### src/rtl/ysyx_23060240_csr_pkg.sv
// CSR addresses, mstatus fields, cause codes and trap FSM types
// shared by the trap sequencer and its neighbours.
package ysyx_23060240_csr_pkg;

    localparam int XLEN = 32;

    localparam logic [11:0] CSR_MSTATUS = 12'h300;
    localparam logic [11:0] CSR_MTVEC   = 12'h305;
    localparam logic [11:0] CSR_MEPC    = 12'h341;
    localparam logic [11:0] CSR_MCAUSE  = 12'h342;

    localparam int MIE_BIT  = 3;
    localparam int MPIE_BIT = 7;
    localparam int MPP_LO   = 11;
    localparam int MPP_HI   = 12;

    localparam logic [31:0] CAUSE_ECALL_DEF   = 32'd11;
    localparam logic [31:0] CAUSE_ILLEGAL_DEF = 32'd2;
    localparam logic [1:0]  MPP_VALUE_DEF     = 2'b11;

    typedef enum logic [2:0] {
        IDLE,
        W_EPC,
        W_CAUSE,
        W_STATUS,
        R_VEC,
        M_STATUS,
        R_EPC,
        REDIR
    } trap_state_e;

    typedef enum logic [1:0] {
        K_NONE,
        K_ECALL,
        K_ILLEGAL,
        K_MRET
    } trap_kind_e;

endpackage

### src/rtl/ysyx_23060240_trap_ctrl.sv
// Trap sequencer: walks ecall/illegal/mret through the single CSR
// write port one CSR per cycle, then hands the new PC to IFU.
module ysyx_23060240_trap_ctrl
    import ysyx_23060240_csr_pkg::*;
#(
    parameter int               XLEN_P        = XLEN,
    parameter logic [XLEN_P-1:0] CAUSE_ECALL   = XLEN_P'(CAUSE_ECALL_DEF),
    parameter logic [XLEN_P-1:0] CAUSE_ILLEGAL = XLEN_P'(CAUSE_ILLEGAL_DEF),
    parameter logic [1:0]       MPP_VALUE     = MPP_VALUE_DEF
) (
    input  logic              clk,
    input  logic              rst,
    input  logic              trap_valid,
    output logic              trap_ready,
    input  logic              trap_is_ecall,
    input  logic              trap_is_mret,
    input  logic              trap_is_illegal,
    input  logic [XLEN_P-1:0] trap_pc,
    output logic              csr_wen,
    output logic [11:0]       csr_waddr,
    output logic [XLEN_P-1:0] csr_wdata,
    output logic [11:0]       csr_raddr,
    input  logic [XLEN_P-1:0] csr_rdata,
    output logic              redirect_valid,
    output logic [XLEN_P-1:0] redirect_pc,
    input  logic              redirect_ready,
    output logic              busy
);

    trap_state_e       state_q;
    trap_kind_e        kind_q;
    logic [XLEN_P-1:0] pc_q;
    logic [XLEN_P-1:0] target_q;
    logic [XLEN_P-1:0] status_trap_d;
    logic [XLEN_P-1:0] status_mret_d;

    // mstatus images for trap entry and mret, built from the live read
    always_comb begin
        status_trap_d = csr_rdata;
        status_trap_d[MPIE_BIT] = csr_rdata[MIE_BIT];
        status_trap_d[MIE_BIT] = 1'b0;
        status_trap_d[MPP_HI:MPP_LO] = MPP_VALUE;
        status_mret_d = csr_rdata;
        status_mret_d[MIE_BIT] = csr_rdata[MPIE_BIT];
        status_mret_d[MPIE_BIT] = 1'b1;
        status_mret_d[MPP_HI:MPP_LO] = MPP_VALUE;
    end

    // Sequencer FSM with latched pc, kind and redirect target
    always_ff @(posedge clk or posedge rst) begin
        if (rst) begin
            state_q  <= IDLE;
            kind_q   <= K_NONE;
            pc_q     <= '0;
            target_q <= '0;
        end else begin
            case (state_q)
                IDLE: begin
                    if (trap_valid) begin
                        if (trap_is_illegal) begin
                            kind_q  <= K_ILLEGAL;
                            pc_q    <= trap_pc;
                            state_q <= W_EPC;
                        end else if (trap_is_ecall) begin
                            kind_q  <= K_ECALL;
                            pc_q    <= trap_pc;
                            state_q <= W_EPC;
                        end else if (trap_is_mret) begin
                            kind_q  <= K_MRET;
                            pc_q    <= trap_pc;
                            state_q <= M_STATUS;
                        end
                    end
                end
                W_EPC: begin
                    if (kind_q == K_ECALL || kind_q == K_ILLEGAL) begin
                        state_q <= W_CAUSE;
                    end else begin
                        state_q <= IDLE;
                    end
                end
                W_CAUSE:  state_q <= W_STATUS;
                W_STATUS: state_q <= R_VEC;
                R_VEC: begin
                    target_q <= csr_rdata & ~XLEN_P'(3);
                    state_q  <= REDIR;
                end
                M_STATUS: state_q <= R_EPC;
                R_EPC: begin
                    target_q <= csr_rdata;
                    state_q  <= REDIR;
                end
                REDIR: begin
                    if (redirect_ready) begin
                        state_q <= IDLE;
                    end
                end
                default:  state_q <= IDLE;
            endcase
        end
    end

    // Per-state CSR port and redirect drive, decoded from the state register
    always_comb begin
        csr_wen        = 1'b0;
        csr_waddr      = '0;
        csr_wdata      = '0;
        csr_raddr      = '0;
        redirect_valid = 1'b0;
        redirect_pc    = '0;
        case (state_q)
            W_EPC: begin
                csr_wen   = 1'b1;
                csr_waddr = CSR_MEPC;
                csr_wdata = pc_q;
            end
            W_CAUSE: begin
                csr_wen   = 1'b1;
                csr_waddr = CSR_MCAUSE;
                csr_wdata = (kind_q == K_ILLEGAL) ? CAUSE_ILLEGAL : CAUSE_ECALL;
            end
            W_STATUS: begin
                csr_raddr = CSR_MSTATUS;
                csr_wen   = 1'b1;
                csr_waddr = CSR_MSTATUS;
                csr_wdata = status_trap_d;
            end
            R_VEC: csr_raddr = CSR_MTVEC;
            M_STATUS: begin
                csr_raddr = CSR_MSTATUS;
                csr_wen   = 1'b1;
                csr_waddr = CSR_MSTATUS;
                csr_wdata = status_mret_d;
            end
            R_EPC: csr_raddr = CSR_MEPC;
            REDIR: begin
                redirect_valid = 1'b1;
                redirect_pc    = target_q;
            end
            default: ;
        endcase
    end

    assign busy       = (state_q != IDLE);
    assign trap_ready = (state_q == IDLE);

endmodule

### config.mk
export PLATFORM = sky130hd
export DESIGN_NAME = ysyx_23060240_trap_ctrl
export DESIGN_NICKNAME = d
export VERILOG_FILES = /design/src/rtl/ysyx_23060240_csr_pkg.sv /design/src/rtl/ysyx_23060240_trap_ctrl.sv
export SDC_FILE = /design/constraint.sdc
export NUM_CORES = 1
export LEC_CHECK = 0
export ABC_AREA = 1
export ABC_CLOCK_PERIOD_IN_PS = 3600
export BUFFER_PORTS_ARGS = -buffer_cell sky130_fd_sc_hd__buf_2
export CORE_MARGIN = 1
export CORE_UTILIZATION = 51
export DETAILED_ROUTE_END_ITERATION = 6
export HOLD_SLACK_MARGIN = 0.03
export PLACE_DENSITY = 0.83
export RECOVER_POWER = 25
export SLEW_MARGIN = 20
export SYNTH_ARGS = -nofsm -noshare
export SYNTH_HDL_FRONTEND = slang
export SYNTH_SLANG_ARGS = --single-unit
### constraint.sdc
create_clock -name clk -period 3.6 [get_ports clk]
set_clock_uncertainty 0.2 [all_clocks]
set_input_delay 0.72 -clock clk [delete_from_list [all_inputs] [get_ports clk]]
set_output_delay 0.72 -clock clk [all_outputs]
set_load 0.01 [all_outputs]
==> flow_summary.ini, run 1 <==
[cts]
cts_buffers = 9
cts-root-buf = clkbuf_8
clkSinkCount = 69
path_clk_slew_ps = 70
postCtsSetupBuffers = 0
cts_buffer_depth = 2
cts_hold_buf = 0
insertion_delay_ps = 330
cts_max_level = 3
cts_tree = yes
ctsResizeCount = 0

[layout]
drive_gt1_share_pct = 28.4
seq_area_mm2 = 0.00173
multi_input_area_mm2 = 0.00138
layout_commonest_cell = nand2_1
fin_util_pct = 66.7
mostFrequentLayoutCells = nand2_1, buf_2, dfrtp_1
antenna_cells = 0
fillerInstances = 590
nNetsFinal = 691
syn_to_final_growth_pct = 23.4

[hold_path]
hp-class = in2async

[synth]
synth_top_family_by_area = simple AND/OR/NAND/NOR gates
synth_xor_xnor_area_share_pct = 0
yosysSeqAreaShare_pct = 49.1
yosysWarnings = 0
synth_compound_area_share_pct = 6.34
synth.mux.area_fraction_pct = 0
synthAdderAreaFrac_pct = 0.356
synth-simple-area-share_pct = 31.2
synth_area_mm2 = 0.00351
avgSynthCellArea_um2 = 7.29
syn_inst = 482
synth_seq_cells = 69
synth_cell_types = 21

[floorplan]
io_pins = 163
coreArea_mm2 = 0.00649
initial_core_util_pct = 54.1
die_y_um = 85
die_area_mm2 = 0.00723
die_w_um = 85
num_rows = 29

[setup_path]
crit_type = reg2out
cp-startpoint = state_q[1]
critPathRequiredTime_ps = 2680
critPathMaxFanout = 18
cp-start-kind = flip-flop
timing.rr.start = state_q[1]
end_kind = output port
cp.arrival_ps = 2130

[global_route]
grt_pass1_wl_mm = 14.4
grt_pass1_vias = 3106
overflow = 0
antenna_found_initial = 0
grt_max_degree = 63
grt_use_total_pct = 25.8

[status]
outcome = finished with violations
violations = capacitance limit, slew limit

[power]
p_leak_nw = 2.65
power_mw = 3.64
irDropWorstVdd_mv = 0.385
power.density_mw_per_mm2 = 840

[detailed_routing]
wire_per_inst_um = 12.8
drtPass1Iterations = 5
vias_per_cell = 4.83
routed_wl_mm = 8.97
remaining_drc_errors = 0
ant_nets = 0
vias = 3389
drt_iter0_drc = 246

[sta]
setup_violations = 0
hold_viol_final = 0
drv_slew = 36
setup_tns_ps = 0
tightest_slew_ps = 1820
rsz0062_at_grt = false
fin_crit_ps = 3050
fmaxAchievable_mhz = 327
slew-limit-headroom_pct = -21.3
fin_crit_sh_pct = 84.8

[run]
maxCapViolations = 1

[placed_design]
gp_congestion = 0.916
portBuffers = 148
hpwlAfterDp_mm = 6.40
## routing by layer
| metal | up-vias | part of all wire (%) | global-route usage (%) |
|---|---|---|---|
| li1 | 1681 | - | - |
| met1 | 1542 | 42 | 34.0 |
| met2 | 150 | 48 | 41.8 |
| met3 | 16 | 7.1 | 4.09 |
| met4 | 0 | 2.2 | 12.5 |
| met5 | - | 0 | 0 |
## layout make-up
cell class,instances,share of cell area [%]
Sequential cell,69,39.8
Tap cell,77,2.22
Clock inverter,4,0.520
Multi-Input combinational cell,337,31.9
Timing Repair Buffer,152,17.6
Clock buffer,12,3.58
Inverter,50,4.33
## cells in the mapped netlist
| cell | count | area, um^2 |
|---|---|---|
| nand3_2 | 1 | 10.0 |
| a22oi_1 | 1 | 7.51 |
| inv_1 | 46 | 173 |
| dfrtp_1 | 69 | 1730 |
| inv_2 | 4 | 15.0 |
| o21ai_0 | 37 | 185 |
| or2_2 | 1 | 6.26 |
| o211ai_1 | 2 | 15.0 |
| buf_2 | 14 | 70.1 |
| buf_6 | 2 | 22.5 |
| nor2_2 | 1 | 6.26 |
| nor2_4 | 3 | 33.8 |
| nand2_1 | 228 | 856 |
| nand2_2 | 2 | 12.5 |
| buf_4 | 23 | 173 |
| nand3_1 | 6 | 30.0 |
| ha_1 | 1 | 12.5 |
| nor2_1 | 36 | 135 |
| a21oi_1 | 3 | 15.0 |
| nor3_1 | 1 | 5.00 |
| conb_1 | 1 | 3.75 |
## report_power, final
part           leakage (nW)  internal, mW  switching, mW
clock network        0.0921         0.284          0.270
logic                  1.70         0.607           1.16
registers             0.860          1.14          0.181
## critical path, cell delays in order, from the launching register on
cell,delay [ps]
dfrtp_1,560
nand2_1,90
nor2_1,180
inv_1,60
nand2_1,310
buf_4,320
nand2_1,80
nand2_1,70
buf_2,130
## registers in the layout, summed over array words and instances, names as in the netlist
signal	cells
state_q	3
pc_q	32
kind_q	2
target_q	32
## per-stage QoR
stage / worst slack [ps] / instances / instance area (um^2) / hold WS [ps]
detailed placement: 905 / 685 / 4160 / 258
CTS: 534 / 701 / 4340 / 111
finish: 546 / 701 / 4330 / 194
global placement: 978 / 685 / 4160 / 254
global route: 362 / 701 / 4330 / 241
floorplan: 940 / 495 / 3560 / 237
## final timing paths
path	endpoint	slack [ps]	cells after the start
setup / recovery	csr_wdata[31]	550	8
hold / removal	target_q[1]	190	2
setup reg to reg	kind_q[0]	1430	5
hold reg to reg	pc_q[15]	270	2
max in group asynchronous	pc_q[25]	940	3
min in group clk	pc_q[15]	270	2
## cells by family after synthesis
family / Yosys count
AOI/OAI and AO/OA: 43
adders and majority gates: 1
buffers and inverters: 89
DFF: 69
other: 1
and+or+nand+nor: 279
No activity file was read; power rests on OpenSTA's default activity.
==> run 2: changes to the inputs <==
ABC_CLOCK_PERIOD_IN_PS = 3000   (was 3600)
CORE_UTILIZATION = 47   (was 51)
PLACE_DENSITY = 0.77   (was 0.83)
clock period = 3 ns   (was 3.6 ns; I/O delays follow)
==> flow_summary.ini, run 2 (synthesis results as in run 1) <==
[status]
outcome = complete, no violations

[layout]
seq_area_mm2 = 0.00173
multi_input_area_mm2 = 0.00138
syn_to_final_growth_pct = 26.1
layout_commonest_cell = nand2_1
antenna_cells = 0
mostFrequentLayoutCells = nand2_1, buf_2, dfrtp_1
fillerInstances = 736
drive_gt1_share_pct = 28.7
largestRegisters = pc_q: 32 flops, target_q: 32 flops, state_q: 3 flops
nNetsFinal = 691

[detailed_routing]
remaining_drc_errors = 0
ant_nets = 0
vias_per_cell = 4.56
vias = 3300
drt_iter0_drc = 183
routed_wl_mm = 8.80
wire_per_inst_um = 12.2
drtPass1Iterations = 4

[sta]
setup_violations = 0
fin_crit_ps = 2800
hold_viol_final = 0
fin_hold_ws_ps = 258
fmaxAchievable_mhz = 357
drv_slew = 0
slew-limit-headroom_pct = 23.4
setup_tns_ps = 0
fin_crit_sh_pct = 93.4
tightest_slew_ps = 1150
rsz0062_at_grt = false

[placed_design]
portBuffers = 148
gp_congestion = 0.866
hpwlAfterDp_mm = 6.61

[floorplan]
die_area_mm2 = 0.00783
io_pins = 163
die_w_um = 88.5
coreArea_mm2 = 0.00725
num_rows = 31
initial_core_util_pct = 48.4
die_y_um = 88.5

[global_route]
grt_pass1_wl_mm = 13.6
grt_use_total_pct = 23.2
grt_pass1_vias = 2916
grt_max_degree = 40
antenna_found_initial = 1
overflow = 0

[cts]
cts-root-buf = clkbuf_8
cts_buffer_depth = 2
path_clk_slew_ps = 70
postCtsSetupBuffers = 0
cts_buffers = 9
clkSinkCount = 69
cts_max_level = 3
insertion_delay_ps = 330
cts_tree = yes

[setup_path]
cp_slowest_cell = dfrtp_2
crit_type = reg2out
max_stage_delay_ps = 480
path_cells = nand2_1, nor2_1, inv_1, nand2_1, buf_4, nand2_1, nand2_1, buf_2
end_kind = output port
critPathMostFrequentCell = nand2_1
cp-start-kind = flip-flop
critPathMaxFanout = 24
critPathRequiredTime_ps = 2200
cp.arrival_ps = 2000

[hold_path]
hp-class = in2reg

[run]
maxCapViolations = 0

[power]
irDropWorstVdd_mv = 0.474
power.density_mw_per_mm2 = 1040
p_leak_nw = 2.68
power_mw = 4.59
## run 2: cell types whose count changed in the layout (fill, tap and decap cells not counted), sizes merged
cell      before  now
clkinv         3    1
clkbuf        14   13
bufinv         0    3
buf          150  151
clkinvlp       1    0
## run 2: what timing repair did
action | CTS | global route
endpoints found under the hold margin | 0 | 0
hold buffers | 0 | 0
setup endpoints to repair | 0 | 26
resized for setup | 0 | 1
## run 2: final cells by class
class | instances | share of cell area, %
well taps | 99 | 2.80
flip-flops and latches | 69 | 39.0
repair buffers | 152 | 17.3
clock inverters | 4 | 2.15
clock buffers | 12 | 3.28
inverters | 50 | 4.24
multi-input cells | 337 | 31.2
## run 2: through the flow
step / area [um^2] / utilization [%] / std cells / setup WS [ps]
6_report: 4430 / 61.1 / 723 / 199
5_1_grt: 4430 / 61.1 / 723 / 32.2
4_1_cts: 4440 / 61.3 / 723 / 59.2
3_5_place_dp: 4200 / 58.0 / 707 / 438
3_3_place_gp: 4200 / 58.0 / 707 / 536
2_1_floorplan: 3560 / - / 495 / 460
## run 2: routing by layer
| layer | vias up | track usage (%) | part of all wire [%] |
|---|---|---|---|
| li1 | 1682 | - | - |
| met1 | 1488 | 30.7 | 45 |
| met2 | 111 | 37.4 | 48 |
| met3 | 17 | 4.48 | 5.0 |
| met4 | 2 | 9.82 | 1.9 |
| met5 | - | 0 | 0.091 |
## run 2: worst max-delay path: cells and delay by family (launching register included)
kind | cells | cell delay [ps]
buffers and inverters | 3 | 520
DFF | 1 | 480
and+or+nand+nor | 5 | 670
## run 2: report_power, final
| group | switching [mW] | internal [mW] | leakage (nW) |
|---|---|---|---|
| Clock | 0.331 | 0.575 | 0.121 |
| Combinational | 1.37 | 0.728 | 1.70 |
| Sequential | 0.212 | 1.37 | 0.859 |
## run 2: worst paths after layout
path / from / to / slack (ps) / depth (start not counted)
setup / recovery: state_q[1] / csr_wdata[30] / 200 / 8
hold / removal: trap_pc[26] / pc_q[26] / 260 / 3
setup reg to reg: state_q[1] / kind_q[0] / 930 / 5
hold reg to reg: pc_q[24] / pc_q[24] / 280 / 2
max in group asynchronous: rst / target_q[12] / 720 / 3
min in group asynchronous: rst / target_q[3] / 360 / 2
==> run 3: changes to the inputs <==
ABC_CLOCK_PERIOD_IN_PS = 2800   (was 3000)
clock period = 2.8 ns   (was 3 ns; I/O delays follow)
==> flow_summary.ini, run 3 (synthesis results as in run 1) <==
[cts]
cts_hold_buf = 0
clkSinkCount = 69
cts_max_level = 3
postCtsSetupBuffers = 0
path_clk_slew_ps = 70
cts_tree = yes
cts_buffer_depth = 2
insertion_delay_ps = 320
ctsResizeCount = 0
cts_buffers = 9
cts-root-buf = clkbuf_8

[detailed_routing]
routed_wl_mm = 8.83
vias_per_cell = 4.60
ant_nets = 0
drtPass1Iterations = 4
remaining_drc_errors = 0
vias = 3335
wire_per_inst_um = 12.2
drt_iter0_drc = 101

[sta]
hold_viol_final = 0
fin_crit_ps = 2600
rsz0062_at_grt = false
tightest_slew_ps = 1200
setup_tns_ps = 0
setup_violations = 0
fmaxAchievable_mhz = 384
drv_slew = 0
fin_crit_sh_pct = 93.0
slew-limit-headroom_pct = 20.0

[setup_path]
r2r_slack_ps = 610
timing.rr.start = state_q[1]
cp_slowest_cell = dfrtp_2
regToRegEndpoint = kind_q[0]
critPathMostFrequentCell = nand2_1
max_stage_delay_ps = 480
crit_type = reg2out
critPathRequiredTime_ps = 2040
path_cells = nand2_1, nor2_1, inv_1, nand2_1, buf_12, nand2_1, nand2_1, buf_2
critPathMaxFanout = 24
cp-start-kind = flip-flop
cp.arrival_ps = 1840
end_kind = output port
worst_r2r_path_depth = 5

[floorplan]
io_pins = 163
coreArea_mm2 = 0.00725
initial_core_util_pct = 48.4
die_area_mm2 = 0.00783
num_rows = 31
die_y_um = 88.5
die_w_um = 88.5

[hold_path]
hold_path_depth = 3
hp-start = trap_pc[26]
min_to = pc_q[26]
hp-class = in2reg

[layout]
fillerInstances = 735
drive_gt1_share_pct = 28.9
fin_util_pct = 61.0
layout_commonest_cell = nand2_1
largestRegisters = pc_q: 32 flops, target_q: 32 flops, state_q: 3 flops
mostFrequentLayoutCells = nand2_1, buf_2, dfrtp_1
nNetsFinal = 693
antenna_cells = 0
syn_to_final_growth_pct = 26.0

[power]
p_leak_nw = 2.68
intPower_mw = 2.79
p_seq_share_pct = 35.2
power.switching_mw = 2.06
power_frac_comb_pct = 47.5
netSwitchingFraction_pct = 42.5
clkPwrFrac_pct = 17.3
irDropWorstVdd_mv = 0.478
power.density_mw_per_mm2 = 1100

[global_route]
grt_pass1_vias = 2962
antenna_found_initial = 0
overflow = 0
grt_max_degree = 39
grt_pass1_wl_mm = 13.7
grt_use_total_pct = 23.0

[run]
maxCapViolations = 0

[placed_design]
gp_congestion = 0.920
hpwlAfterDp_mm = 6.62
portBuffers = 148

[status]
outcome = complete, no violations
run 3: cell types whose count changed in the layout (fill, tap and decap cells not counted), sizes merged:
cell,previous run,this run
clkinv,1,3
bufinv,3,2
buf,151,153
clkbuf,13,12
run 3: routing by layer:
| layer | wire length, um | track usage [%] | vias up |
|---|---|---|---|
| met2 | 4240 | 38.8 | 113 |
| li1 | - | - | 1688 |
| met1 | 3980 | 29.9 | 1519 |
| met4 | 166 | 7.92 | 0 |
| met5 | 0 | 0 | - |
| met3 | 442 | 4.29 | 15 |
run 3: worst max-delay path by stage:
| stage | cells after the start | endpoint | from |
|---|---|---|---|
| floorplan | 1 | kind_q[0] | rst |
| global placement | 6 | csr_wdata[8] | state_q[1] |
| detailed placement | 6 | csr_wdata[8] | state_q[1] |
| CTS | 6 | csr_wdata[8] | state_q[1] |
| global route | 8 | csr_wdata[2] | state_q[0] |
| finish | 8 | csr_wdata[29] | state_q[1] |
run 3: power groups by stage:
stage	sequential (mW)	clock [mW]	combinational, mW
3_3_place_gp	1.70	0	2.25
4_1_cts	1.70	0.866	2.33
3_5_place_dp	1.72	0	2.32
6_report	1.71	0.840	2.30
2_1_floorplan	1.62	0	1.67
5_1_grt	1.75	0.910	2.63
run 3: through the flow:
stage	hold slack, ps	worst slack (ps)	cells	power (mW)	area, um^2
after floorplan	237	300	495	3.29	3560
after global placement	254	467	709	3.95	4230
after detailed placement	259	440	709	4.03	4230
after CTS	149	72.9	725	4.89	4440
after global routing	223	43.6	725	5.29	4430
final	228	196	725	4.85	4430
run 3: final cells by class:
type,count,area (um^2),area share (%)
Clock buffer,11,131,2.97
Sequential cell,69,1730,39.0
Timing Repair Buffer,154,796,18.0
Inverter,50,190,4.30
Tap cell,99,124,2.80
Multi-Input combinational cell,337,1380,31.2
Clock inverter,5,75.1,1.70
run 3: worst max-delay path: cells and delay by family, from the launching register on:
kind	cells	cell delay, ps
flip-flops	1	480
buffers and inverters	3	390
AND/OR/NAND/NOR	5	630
